$ cat src/rtl/seven_seg_pkg.sv
// seven_seg_pkg: segment bit positions and the active-low hex glyph table.
package seven_seg_pkg;
    localparam int SEG_A  = 0;
    localparam int SEG_B  = 1;
    localparam int SEG_C  = 2;
    localparam int SEG_D  = 3;
    localparam int SEG_E  = 4;
    localparam int SEG_F  = 5;
    localparam int SEG_G  = 6;
    localparam int SEG_DP = 7;

    localparam logic [7:0] SEG_OFF = 8'hFF;

    typedef logic [6:0] glyph_t;

    // bit 0 = a ... bit 6 = g, 0 = segment on; b and d are lowercase
    localparam glyph_t HEX_GLYPH [16] = '{
        7'h40, 7'h79, 7'h24, 7'h30, 7'h19, 7'h12, 7'h02, 7'h78,
        7'h00, 7'h10, 7'h08, 7'h03, 7'h46, 7'h21, 7'h06, 7'h0E
    };
endpackage

$ cat src/rtl/seven_seg_scanner_hex_to_7seg.sv
// hex_to_7seg: combinational nibble to active-low a..g glyph.
module hex_to_7seg
    import seven_seg_pkg::*;
(
    input  logic [3:0] nibble,
    output glyph_t     seg
);
    assign seg = HEX_GLYPH[nibble];
endmodule

$ cat src/rtl/seven_seg_scanner.sv
// seven_seg_scanner: multiplexed N-digit seven-segment driver with tear-free
// double-buffered load, per-digit dp/blank/blink and global PWM brightness.
module seven_seg_scanner
    import seven_seg_pkg::*;
#(
    parameter int NUM_DIGITS = 8,
    parameter int CLK_HZ     = 100_000_000,
    parameter int REFRESH_HZ = 1000,
    parameter int PWM_BITS   = 4,
    parameter int BLINK_HZ   = 2
) (
    input  logic                    CLK100MHZ,
    input  logic                    BTNC,
    input  logic [4*NUM_DIGITS-1:0] data,
    input  logic [NUM_DIGITS-1:0]   dp,
    input  logic [NUM_DIGITS-1:0]   blank,
    input  logic [NUM_DIGITS-1:0]   blink,
    input  logic                    load,
    input  logic [PWM_BITS-1:0]     brightness,
    output logic [NUM_DIGITS-1:0]   AN,
    output logic [7:0]              SD,
    output logic                    frame_tick
);
    localparam int DIV  = CLK_HZ / (REFRESH_HZ * NUM_DIGITS);
    localparam int HALF = CLK_HZ / (2 * BLINK_HZ);
    localparam int SW   = $clog2(DIV);
    localparam int BW   = HALF > 1 ? $clog2(HALF) : 1;
    localparam int IW   = NUM_DIGITS > 1 ? $clog2(NUM_DIGITS) : 1;

    typedef struct packed {
        logic [NUM_DIGITS-1:0]      blink;
        logic [NUM_DIGITS-1:0]      blank;
        logic [NUM_DIGITS-1:0]      dp;
        logic [NUM_DIGITS-1:0][3:0] data;
    } frame_t;

    frame_t          live;
    frame_t          stage;
    frame_t          active;
    logic [SW-1:0]   slot_cnt;
    logic [IW-1:0]   idx;
    logic [PWM_BITS-1:0] pwm_cnt;
    logic [BW-1:0]   blink_cnt;
    logic            blink_phase;
    logic            slot_last;
    logic            blink_last;
    logic            pwm_on;
    logic            lit;
    glyph_t          glyph;
    logic [7:0]      sd_lit;

    assign live       = {blink, blank, dp, data};
    assign slot_last  = slot_cnt == SW'(DIV - 1);
    assign blink_last = blink_cnt == BW'(HALF - 1);
    assign frame_tick = slot_last && idx == IW'(NUM_DIGITS - 1);
    assign pwm_on     = &brightness || pwm_cnt < brightness;
    assign lit        = pwm_on && !active.blank[idx] && !(active.blink[idx] && blink_phase);

    hex_to_7seg u_dec (
        .nibble (active.data[idx]),
        .seg    (glyph)
    );

    always_comb begin
        sd_lit              = SEG_OFF;
        sd_lit[SEG_G:SEG_A] = glyph;
        sd_lit[SEG_DP]      = !active.dp[idx];
    end

    always_ff @(posedge CLK100MHZ or posedge BTNC) begin
        if (BTNC) begin
            slot_cnt    <= '0;
            idx         <= '0;
            pwm_cnt     <= '0;
            blink_cnt   <= '0;
            blink_phase <= 1'b0;
            stage       <= '0;
            active      <= '0;
            AN          <= '1;
            SD          <= SEG_OFF;
        end else begin
            slot_cnt  <= slot_last ? '0 : slot_cnt + 1'b1;
            pwm_cnt   <= pwm_cnt + 1'b1;
            blink_cnt <= blink_last ? '0 : blink_cnt + 1'b1;
            if (slot_last)
                idx <= frame_tick ? '0 : idx + 1'b1;
            if (blink_last)
                blink_phase <= !blink_phase;
            if (load)
                stage <= live;
            // a load landing on the frame boundary bypasses staging so it is not lost
            if (frame_tick)
                active <= load ? live : stage;
            // slot_last precomputes the dark anti-ghost cycle that opens the next slot
            AN <= lit && !slot_last ? ~(NUM_DIGITS'(1) << idx) : '1;
            SD <= lit ? sd_lit : SEG_OFF;
        end
    end
endmodule

$ cat config.mk
export PLATFORM = sky130hd
export DESIGN_NAME = seven_seg_scanner
export DESIGN_NICKNAME = d
export VERILOG_FILES = /design/src/rtl/seven_seg_pkg.sv /design/src/rtl/seven_seg_scanner_hex_to_7seg.sv /design/src/rtl/seven_seg_scanner.sv
export SDC_FILE = /design/constraint.sdc
export NUM_CORES = 1
export LEC_CHECK = 0
export ABC_AREA = 1
export BUFFER_PORTS_ARGS = -buffer_cell sky130_fd_sc_hd__buf_4
export CORE_ASPECT_RATIO = 0.6
export CORE_MARGIN = 3
export CORE_UTILIZATION = 40
export DETAILED_ROUTE_END_ITERATION = 6
export PLACE_DENSITY = 0.57
export SLEW_MARGIN = 30
export SYNTH_ARGS = -nofsm -noshare
export SYNTH_HDL_FRONTEND = slang
export SYNTH_HIERARCHICAL = 1
export SYNTH_SLANG_ARGS = --single-unit
export TNS_END_PERCENT = 1
$ cat constraint.sdc
create_clock -name CLK100MHZ -period 9.5 [get_ports CLK100MHZ]
set_clock_uncertainty 0.05 [all_clocks]
set_input_delay 0.95 -clock CLK100MHZ [delete_from_list [all_inputs] [get_ports CLK100MHZ]]
set_output_delay 0.95 -clock CLK100MHZ [all_outputs]
set_load 0.02 [all_outputs]
==> impl_metrics.prom, run 1 <==
# TYPE chip_impl_metric gauge
chip_impl_info{name="status",value="complete, no violations"} 1
chip_impl_metric{name="insertion_delay",unit="ns"} 0.43
chip_impl_metric{name="critical_path_buf_inv_count",unit=""} 2
chip_impl_metric{name="drt-pass1-iter-count",unit=""} 5
chip_impl_metric{name="grt_first_pass_wirelength",unit="mm"} 31.1
chip_impl_metric{name="final_min_period_over_clock_period",unit="%"} 43.4
chip_impl_metric{name="cts.path.max_buffers",unit=""} 2
chip_impl_info{name="grt_busiest_layer",value="met1"} 1
chip_impl_info{name="ys_top_cells_by_area",value="sky130_fd_sc_hd__dfrtp_1 49%, sky130_fd_sc_hd__nand2_1 21%, sky130_fd_sc_hd__dfstp_2 5.2%, sky130_fd_sc_hd__nor2_1 4.0%, sky130_fd_sc_hd__inv_1 3.5%"} 1
chip_impl_info{name="cp_slowest_cell",value="sky130_fd_sc_hd__inv_4"} 1
chip_impl_metric{name="post-cts-setup-buffers",unit=""} 0
chip_impl_metric{name="final_hold_violation_count",unit=""} 0
chip_impl_metric{name="clk_pin_slew",unit="ns"} 0.07
chip_impl_metric{name="maxClockFrequency",unit="GHz"} 0.242
chip_impl_info{name="ys_top_cells_by_count",value="445 x sky130_fd_sc_hd__nand2_1, 159 x sky130_fd_sc_hd__dfrtp_1, 87 x sky130_fd_sc_hd__nor2_1, 75 x sky130_fd_sc_hd__inv_1, 44 x sky130_fd_sc_hd__nand3_1"} 1
chip_impl_metric{name="crit_fanout",unit=""} 64
chip_impl_info{name="yosys_most_used_dff",value="sky130_fd_sc_hd__dfrtp_1"} 1
chip_impl_metric{name="crit_path_max_incr_delay",unit="ns"} 0.63
chip_impl_metric{name="drcViolationCount",unit=""} 0
chip_impl_metric{name="ratio_of_cells_with_drive_above_1_in_the_final_layout",unit="%"} 13.4
chip_impl_metric{name="ant_nets",unit=""} 0
chip_impl_info{name="tritoncts_clock_tree",value="built"} 1
chip_impl_metric{name="grt_util_met3",unit="%"} 3.75
chip_impl_metric{name="netlist_instances",unit=""} 1008
chip_impl_metric{name="synth-async-reset-ratio",unit="%"} 100
chip_impl_metric{name="synth_top_area_share",unit="%"} 48.8
chip_impl_metric{name="reg2regPathDepth",unit=""} 12
chip_impl_metric{name="fp.dieH",unit="um"} 117
chip_impl_info{name="post-synth-top-area-cell",value="sky130_fd_sc_hd__dfrtp_1"} 1
chip_impl_metric{name="via_density_per_instance",unit=""} 4.71
chip_impl_metric{name="maxCapViolCount",unit=""} 0
chip_impl_metric{name="worst_ep_required_time",unit="ns"} 8.50
chip_impl_metric{name="cts_repair_resize_count",unit=""} 0
chip_impl_info{name="worstSetupPathType",value="flop to output pin"} 1
chip_impl_metric{name="routed-via-count",unit=""} 6366
chip_impl_info{name="critical_path.reg2reg.startpoint",value="idx[0]$_DFFE_PP0N_"} 1
chip_impl_metric{name="synthesis.nets",unit=""} 1090
chip_impl_metric{name="power-per-cell-area",unit="nW/um^2"} 158
chip_impl_metric{name="cts.sinks",unit=""} 175
chip_impl_metric{name="antenna-diode-count",unit=""} 0
chip_impl_metric{name="core",unit="um^2"} 19500
chip_impl_metric{name="globalRouteOverflowTotal",unit=""} 0
chip_impl_info{name="ctsRootBufferMaster",value="sky130_fd_sc_hd__clkbuf_16"} 1
chip_impl_info{name="critical_path.top_delay_family",value="simple AND/OR/NAND/NOR gates"} 1
chip_impl_metric{name="finalSetupViolCount",unit=""} 0
chip_impl_metric{name="cts-buffers-inserted",unit=""} 17
chip_impl_metric{name="drt_iter0_drc",unit=""} 467
chip_impl_metric{name="num_rows",unit=""} 39
chip_impl_metric{name="grt_antenna_before_repair",unit=""} 0
chip_impl_info{name="hold_end",value="stage[38]$_DFF_PP0_"} 1
chip_impl_info{name="worstHoldPathType",value="flop to flop"} 1
chip_impl_info{name="worstPathCellList",value="ha_1 -> nand4_1 -> nor2_2 -> nand2_4 -> inv_4 -> buf_4"} 1
chip_impl_info{name="worst_r2r_endpoint",value="SD[3]$_DFF_PP1_"} 1
chip_impl_metric{name="grt_max_degree",unit=""} 108
chip_impl_metric{name="grt_pass1_vias",unit=""} 6092
chip_impl_metric{name="synth-edff-count",unit=""} 0
chip_impl_metric{name="start_util",unit="%"} 41.7
chip_impl_metric{name="port_buffers",unit=""} 79
chip_impl_metric{name="timing.max_slew.rel_slack",unit="%"} 38.7
chip_impl_metric{name="crit_arrival",unit="ns"} 3.13
chip_impl_metric{name="worstHoldPathCells",unit=""} 2
chip_impl_metric{name="dpl.hpwl",unit="mm"} 12.7
chip_impl_metric{name="worst_pin_slew",unit="ns"} 0.919
chip_impl_info{name="holdCritStartpoint",value="stage[38]$_DFF_PP0_"} 1
chip_impl_info{name="synth.most_common_cell",value="sky130_fd_sc_hd__nand2_1"} 1
chip_impl_metric{name="post_route_setup_tns",unit="ns"} 0
chip_impl_metric{name="globalRouteMet2Util",unit="%"} 23.6
chip_impl_info{name="setup_repair_after_global_routing_missed_its_margin",value="false"} 1
chip_impl_metric{name="overall_power",unit="mW"} 1.50
chip_impl_metric{name="design.portCount",unit=""} 80
chip_impl_metric{name="die_width",unit="um"} 190
chip_impl_metric{name="met1_usage",unit="%"} 28.3
chip_impl_info{name="worst_setup_path_end_kind",value="output pin"} 1
chip_impl_metric{name="synth.yosys.seq_area_share",unit="%"} 54.0
chip_impl_metric{name="gpl.final_weighted_congestion",unit=""} 0.851
chip_impl_metric{name="synth.cell_area",unit="um^2"} 8150
chip_impl_metric{name="maxSlewViolCount",unit=""} 0
chip_impl_metric{name="final_net_count",unit=""} 1155
chip_impl_metric{name="crit_path_time_final",unit="ns"} 4.13
chip_impl_metric{name="route.final.wire_length",unit="mm"} 18.3
chip_impl_metric{name="synthesis.area_per_instance",unit="um^2"} 8.08
chip_impl_metric{name="postCtsHoldBufs",unit=""} 0
chip_impl_metric{name="timing.reg2reg.setup_slack",unit="ns"} 6.24
chip_impl_metric{name="drt-wirelength-per-cell",unit="um"} 13.6
chip_impl_metric{name="die_area",unit="um^2"} 22200
chip_impl_metric{name="ir_drop",unit="mV"} 0.119
chip_impl_metric{name="number_of_storage_elements_in_the_synthesis_netlist",unit=""} 175
chip_impl_metric{name="yosys_cell_types",unit=""} 35
chip_impl_metric{name="globalRouteTotalUtil",unit="%"} 17.6
chip_impl_metric{name="yosysWarningCount",unit=""} 6
chip_impl_info{name="setup.worst_path.start_class",value="flop"} 1
chip_impl_metric{name="clock_tree.htree_level_count",unit=""} 4
chip_impl_metric{name="flow.area_growth_from_synthesis",unit="%"} 16.5
chip_impl_metric{name="lkg_pwr",unit="nW"} 4.73
==> how the worst max path moves through the flow <==
stage,from,to,cells past startpoint
6_report,slot_cnt[0]$_DFF_PP0_,frame_tick,6
5_1_grt,slot_cnt[0]$_DFF_PP0_,frame_tick,6
4_1_cts,slot_cnt[0]$_DFF_PP0_,frame_tick,6
3_5_place_dp,slot_cnt[0]$_DFF_PP0_,frame_tick,6
3_3_place_gp,slot_cnt[0]$_DFF_PP0_,frame_tick,6
2_1_floorplan,BTNC,active[0]$_DFFE_PP0P_,1
==> state kept, by name, indices dropped and copies added (netlist names) <==
| register | flops |
|---|---|
| SD | 8 |
| pwm_cnt | 4 |
| slot_cnt | 14 |
| idx | 3 |
| blink_phase | 1 |
| blink_cnt | 25 |
| active | 56 |
| AN | 8 |
| stage | 56 |
==> worst register-to-register path, stage by stage, from the launching register on <==
cell                       delay [ns]
sky130_fd_sc_hd__dfrtp_1         0.36
sky130_fd_sc_hd__buf_4           0.23
sky130_fd_sc_hd__inv_1           0.71
sky130_fd_sc_hd__o21ai_0         0.18
sky130_fd_sc_hd__o22ai_1         0.15
sky130_fd_sc_hd__nor2_1          0.07
sky130_fd_sc_hd__a31oi_1         0.49
sky130_fd_sc_hd__inv_1           0.23
sky130_fd_sc_hd__ha_1            0.36
sky130_fd_sc_hd__nand2_1         0.05
sky130_fd_sc_hd__nand3_1         0.10
sky130_fd_sc_hd__nand2_1         0.05
sky130_fd_sc_hd__nand3b_1        0.14
==> placed cells by master (no fill, tap or decap), types with 4 or more instances in the layout <==
| cell type | netlist | routed |
|---|---|---|
| sky130_fd_sc_hd__nor3b_1 | 5 | 5 |
| sky130_fd_sc_hd__a31oi_1 | 5 | 4 |
| sky130_fd_sc_hd__xor2_1 | 16 | 16 |
| sky130_fd_sc_hd__o21ai_0 | 31 | 31 |
| sky130_fd_sc_hd__nand4_1 | 14 | 14 |
| sky130_fd_sc_hd__nor3_1 | 15 | 15 |
| sky130_fd_sc_hd__nand2_1 | 445 | 445 |
| sky130_fd_sc_hd__nand3b_1 | 9 | 9 |
| sky130_fd_sc_hd__clkinvlp_4 | 0 | 4 |
| sky130_fd_sc_hd__ha_1 | 19 | 19 |
| sky130_fd_sc_hd__a21oi_1 | 5 | 5 |
| sky130_fd_sc_hd__clkbuf_16 | 0 | 17 |
| sky130_fd_sc_hd__dfrtp_1 | 159 | 159 |
| sky130_fd_sc_hd__buf_4 | 7 | 82 |
| sky130_fd_sc_hd__nand3_1 | 44 | 44 |
| sky130_fd_sc_hd__inv_1 | 75 | 73 |
| sky130_fd_sc_hd__nor2_1 | 87 | 87 |
| sky130_fd_sc_hd__dfstp_2 | 16 | 16 |
| sky130_fd_sc_hd__inv_6 | 0 | 6 |
| sky130_fd_sc_hd__o22ai_1 | 5 | 5 |
==> layer usage <==
metal / wire length (um) / part of all wire [%]
met5: 0 / 0
met1: 10300 / 56
met3: 694 / 3.8
met2: 7150 / 39
met4: 219 / 1.2
==> through the flow <==
step	cells	utilization (%)	hold WS [ns]	area, um^2	setup slack, ns
5_1_grt	1352	48.6	0.442	9490	5.12
6_report	1352	48.6	0.419	9490	5.37
2_1_floorplan	1008	-	0.383	8150	3.78
3_3_place_gp	1319	45.6	0.401	8900	5.63
4_1_cts	1351	48.4	0.422	9460	5.05
3_5_place_dp	1319	45.6	0.405	8900	5.54
==> power breakdown <==
group / switching [mW] / leakage [nW] / internal, mW / total [mW]
clock network: 0.316 / 0.262 / 0.343 / 0.660
logic: 0.0455 / 2.50 / 0.0281 / 0.0735
registers: 0.00514 / 1.96 / 0.766 / 0.771
==> cells by family after synthesis <==
logic type	share of synthesized area [%]
and+or+nand+nor	31.7
adders and majority gates	2.92
DFF	54.0
AOI/OAI and AO/OA	3.39
xor gates and xnor gates	1.93
buffers and inverters	6.10
==> cell type report <==
class | count | area (um^2)
Fill cell | 1936 | 10000
Clock buffer | 17 | 425
Timing Repair Buffer | 83 | 643
Clock inverter | 15 | 128
Sequential cell | 175 | 4400
Multi-Input combinational cell | 718 | 3260
Inverter | 78 | 303
Tap cell | 266 | 333
(Power assumes the default switching activity.)
==> run 2: changes to the inputs <==
--- a/config.mk
+++ b/config.mk
@@ -5,7 +5,7 @@
 export SDC_FILE = /design/constraint.sdc
 export NUM_CORES = 1
 export LEC_CHECK = 0
-export ABC_AREA = 1
+export ABC_AREA = 0
 export BUFFER_PORTS_ARGS = -buffer_cell sky130_fd_sc_hd__buf_4
 export CORE_ASPECT_RATIO = 0.6
 export CORE_MARGIN = 3
==> constraint.sdc (replaced) <==
create_clock -name CLK100MHZ -period 4.1 [get_ports CLK100MHZ]
set_clock_uncertainty 0.05 [all_clocks]
set_input_delay 0.41 -clock CLK100MHZ [delete_from_list [all_inputs] [get_ports CLK100MHZ]]
set_output_delay 0.41 -clock CLK100MHZ [all_outputs]
set_load 0.02 [all_outputs]
==> impl_metrics.prom, run 2 <==
# TYPE chip_impl_metric gauge
chip_impl_info{name="status",value="complete, no violations"} 1
chip_impl_metric{name="routed-via-count",unit=""} 4552
chip_impl_info{name="setup_repair_after_global_routing_missed_its_margin",value="false"} 1
chip_impl_metric{name="power.share.combinational",unit="%"} 7.6
chip_impl_metric{name="synth_top_area_share",unit="%"} 51.8
chip_impl_metric{name="dp_slack",unit="ns"} 1.14
chip_impl_metric{name="crit_fanout",unit=""} 16
chip_impl_metric{name="globalRouteOverflowTotal",unit=""} 0
chip_impl_metric{name="fp.dieH",unit="um"} 113
chip_impl_metric{name="cts-buffers-inserted",unit=""} 17
chip_impl_info{name="post-synth-top-area-cell",value="sky130_fd_sc_hd__dfrtp_1"} 1
chip_impl_info{name="ctsRootBufferMaster",value="sky130_fd_sc_hd__clkbuf_16"} 1
chip_impl_metric{name="flow.area_growth_from_synthesis",unit="%"} 18.7
chip_impl_metric{name="post-cts-setup-buffers",unit=""} 0
chip_impl_metric{name="yosys_cell_types",unit=""} 50
chip_impl_metric{name="timing.max_slew.rel_slack",unit="%"} 41.2
chip_impl_metric{name="die_area",unit="um^2"} 21000
chip_impl_metric{name="p_sw_share",unit="%"} 22.5
chip_impl_metric{name="synthesis.area_per_instance",unit="um^2"} 13.6
chip_impl_metric{name="final_min_period_over_clock_period",unit="%"} 76.5
chip_impl_metric{name="grt_first_pass_wirelength",unit="mm"} 25.5
chip_impl_metric{name="clock_power_share",unit="%"} 42.7
chip_impl_metric{name="start_util",unit="%"} 41.7
chip_impl_metric{name="ir_drop",unit="mV"} 0.204
chip_impl_metric{name="netlist_instances",unit=""} 567
chip_impl_metric{name="ratio_of_cells_with_drive_above_1_in_the_final_layout",unit="%"} 36.2
chip_impl_metric{name="synth.yosys.seq_area_share",unit="%"} 57.2
chip_impl_metric{name="final_net_count",unit=""} 727
chip_impl_info{name="yosys_most_used_dff",value="sky130_fd_sc_hd__dfrtp_1"} 1
chip_impl_metric{name="antenna-diode-count",unit=""} 0
chip_impl_metric{name="worst_ep_required_time",unit="ns"} 3.64
chip_impl_info{name="reg_top3",value="active x56, stage x56, blink_cnt x25"} 1
chip_impl_metric{name="cts.path.max_buffers",unit=""} 2
chip_impl_metric{name="cts.sinks",unit=""} 175
chip_impl_metric{name="share_seq_of_total_power",unit="%"} 49.7
chip_impl_metric{name="grt_antenna_before_repair",unit=""} 0
chip_impl_metric{name="reg2regPathDepth",unit=""} 6
chip_impl_metric{name="p_sw",unit="mW"} 0.839
chip_impl_metric{name="dpl.hpwl",unit="mm"} 10.7
chip_impl_metric{name="insertion_delay",unit="ns"} 0.42
chip_impl_metric{name="clk_pin_slew",unit="ns"} 0.07
chip_impl_metric{name="number_of_storage_elements_in_the_synthesis_netlist",unit=""} 175
chip_impl_metric{name="design.portCount",unit=""} 80
chip_impl_info{name="synth.most_common_cell",value="sky130_fd_sc_hd__dfrtp_1"} 1
chip_impl_metric{name="final_area",unit="um^2"} 9120
chip_impl_metric{name="port_buffers",unit=""} 79
chip_impl_info{name="setup.worst_path.start_class",value="flop"} 1
chip_impl_metric{name="power-per-cell-area",unit="nW/um^2"} 409
chip_impl_info{name="critical_path.reg2reg.startpoint",value="slot_cnt[0]$_DFF_PP0_"} 1
chip_impl_metric{name="worst_pin_slew",unit="ns"} 0.882
chip_impl_metric{name="final_hold_violation_count",unit=""} 0
chip_impl_metric{name="synthesis.nets",unit=""} 649
chip_impl_metric{name="cts_repair_resize_count",unit=""} 0
chip_impl_metric{name="route.final.wire_length",unit="mm"} 15.2
chip_impl_metric{name="globalRouteTotalUtil",unit="%"} 15.7
chip_impl_metric{name="maxCapViolCount",unit=""} 0
chip_impl_info{name="worstHoldPathType",value="input port to asynchronous set/reset pin"} 1
chip_impl_metric{name="lkg_pwr",unit="nW"} 4.10
chip_impl_metric{name="maxSlewViolCount",unit=""} 0
chip_impl_metric{name="grt_max_degree",unit=""} 176
chip_impl_info{name="worstSetupPathType",value="flop to output pin"} 1
chip_impl_metric{name="internal_power",unit="mW"} 2.89
chip_impl_metric{name="postCtsHoldBufs",unit=""} 0
chip_impl_metric{name="gpl.final_weighted_congestion",unit=""} 0.830
chip_impl_metric{name="num_rows",unit=""} 38
chip_impl_metric{name="drcViolationCount",unit=""} 0
chip_impl_metric{name="post_route_setup_tns",unit="ns"} 0
chip_impl_metric{name="final_core_utilization",unit="%"} 49.5
chip_impl_info{name="worst_r2r_endpoint",value="active[29]$_DFFE_PP0P_"} 1
chip_impl_info{name="setup.worst_path.end",value="frame_tick"} 1
chip_impl_info{name="ys_top_cells_by_count",value="159 x sky130_fd_sc_hd__dfrtp_1, 84 x sky130_fd_sc_hd__mux2_2, 35 x sky130_fd_sc_hd__nand2_1, 29 x sky130_fd_sc_hd__mux2_1, 25 x sky130_fd_sc_hd__nor2_1"} 1
chip_impl_metric{name="drt-wirelength-per-cell",unit="um"} 16.9
chip_impl_metric{name="die_width",unit="um"} 185
chip_impl_metric{name="crit_arrival",unit="ns"} 2.68
chip_impl_info{name="tritoncts_clock_tree",value="built"} 1
chip_impl_metric{name="via_density_per_instance",unit=""} 5.07
chip_impl_info{name="most-common-layout-cells",value="159 x sky130_fd_sc_hd__dfrtp_1, 84 x sky130_fd_sc_hd__mux2_2, 82 x sky130_fd_sc_hd__buf_4, 34 x sky130_fd_sc_hd__nand2_1, 29 x sky130_fd_sc_hd__mux2_1"} 1
chip_impl_metric{name="synth-async-reset-ratio",unit="%"} 100
chip_impl_metric{name="yosysWarningCount",unit=""} 6
chip_impl_metric{name="drt_iter0_drc",unit=""} 246
chip_impl_metric{name="placed_cell_area",unit="um^2"} 8500
chip_impl_metric{name="timing.reg2reg.setup_slack",unit="ns"} 1.17
chip_impl_metric{name="grt_pass1_vias",unit=""} 4824
chip_impl_metric{name="synth.cell_area",unit="um^2"} 7690
chip_impl_metric{name="finalSetupViolCount",unit=""} 0
chip_impl_info{name="worstSetupStartpoint",value="slot_cnt[0]$_DFF_PP0_"} 1
chip_impl_metric{name="clock_tree.htree_level_count",unit=""} 4
chip_impl_metric{name="synth-edff-count",unit=""} 0
chip_impl_metric{name="setup_slack",unit="ns"} 0.962
chip_impl_info{name="most_common_cell_after_layout_fill_and_taps_aside",value="sky130_fd_sc_hd__dfrtp_1"} 1
chip_impl_metric{name="drt-pass1-iter-count",unit=""} 4
chip_impl_metric{name="maxClockFrequency",unit="GHz"} 0.319
chip_impl_info{name="worst_setup_path_end_kind",value="output pin"} 1
chip_impl_metric{name="ant_nets",unit=""} 0
chip_impl_info{name="ys_top_cells_by_area",value="sky130_fd_sc_hd__dfrtp_1 52%, sky130_fd_sc_hd__mux2_2 12%, sky130_fd_sc_hd__dfstp_2 5.5%, sky130_fd_sc_hd__mux2_1 4.2%, sky130_fd_sc_hd__mux4_2 3.8%"} 1
chip_impl_metric{name="fillerInstances",unit=""} 1614
chip_impl_metric{name="crit_path_time_final",unit="ns"} 3.14
chip_impl_metric{name="core",unit="um^2"} 18400
## run 2: cell count changes after synthesis, sizes merged, moves of 8 or more
cell	delta
buf	-17
nand2	-411
mux2	+113
xnor2	+19
nand2b	+8
nand3	-30
o21ai	-18
nor3	-14
inv	-62
mux4	+14
nor2	-68
## run 2: worst min path at each step
| stage | start | to | cells after the start |
|---|---|---|---|
| 2_1_floorplan | pwm_cnt[0]$_DFF_PP0_ | pwm_cnt[0]$_DFF_PP0_ | 1 |
| 3_3_place_gp | pwm_cnt[0]$_DFF_PP0_ | pwm_cnt[0]$_DFF_PP0_ | 1 |
| 3_5_place_dp | pwm_cnt[0]$_DFF_PP0_ | pwm_cnt[0]$_DFF_PP0_ | 1 |
| 4_1_cts | blink[0] | stage[48]$_DFF_PP0_ | 2 |
| 5_1_grt | BTNC | stage[34]$_DFF_PP0_ | 3 |
| 6_report | BTNC | stage[39]$_DFF_PP0_ | 3 |
## run 2: logic make-up after synthesis
logic type               count (synthesis)  synth area share, %
buffers and inverters                   40                 2.41
multiplexers                           134                 21.6
XOR/XNOR                                31                 3.53
adder cells (fa/ha/maj)                 19                 3.09
AND/OR/NAND/NOR                        140                 9.98
flip-flops                             175                 57.2
AO/OA/AOI/OAI                           28                 2.13
## run 2: layout make-up
class / count / area [um^2] / area share [%]
clock buffers: 22 / 494 / 5.42
clock inverters: 10 / 103 / 1.12
inverters: 15 / 60.1 / 0.658
multi-input cells: 352 / 3100 / 34.0
flip-flops and latches: 175 / 4400 / 48.2
well taps: 240 / 300 / 3.29
repair buffers: 84 / 663 / 7.27
## run 2: power by group through the flow
stage                     registers, mW  logic [mW]  clock network, mW
final                              1.86       0.283               1.60
after global routing               1.87       0.316               1.73
after CTS                          1.86       0.287               1.65
after global placement             1.88       0.276                  0
after detailed placement           1.89       0.285                  0
after floorplan                    1.89       0.164                  0
## run 2: worst max-delay path, stage by stage, from the launching register on
cell,delay [ns]
sky130_fd_sc_hd__dfrtp_1,0.40
sky130_fd_sc_hd__ha_1,0.24
sky130_fd_sc_hd__or4b_4,0.50
sky130_fd_sc_hd__nor4_4,0.47
sky130_fd_sc_hd__nand2_2,0.35
sky130_fd_sc_hd__inv_1,0.15
sky130_fd_sc_hd__buf_4,0.15
## run 2: metal layers
layer	up-vias	wire [um]	GRT usage (%)
li1	2157	-	-
met5	-	0	0
met4	0	76	3.15
met1	2314	8000	24.6
met3	4	654	4.40
met2	77	6450	21.6
## run 2: stage by stage
stage,hold WS [ns],power [mW],instances
final,0.0488,3.73,898
after global routing,0.0755,3.91,898
after CTS,0.164,3.79,897
after detailed placement,0.425,2.17,865
after global placement,0.416,2.16,865
after floorplan,0.394,2.05,567
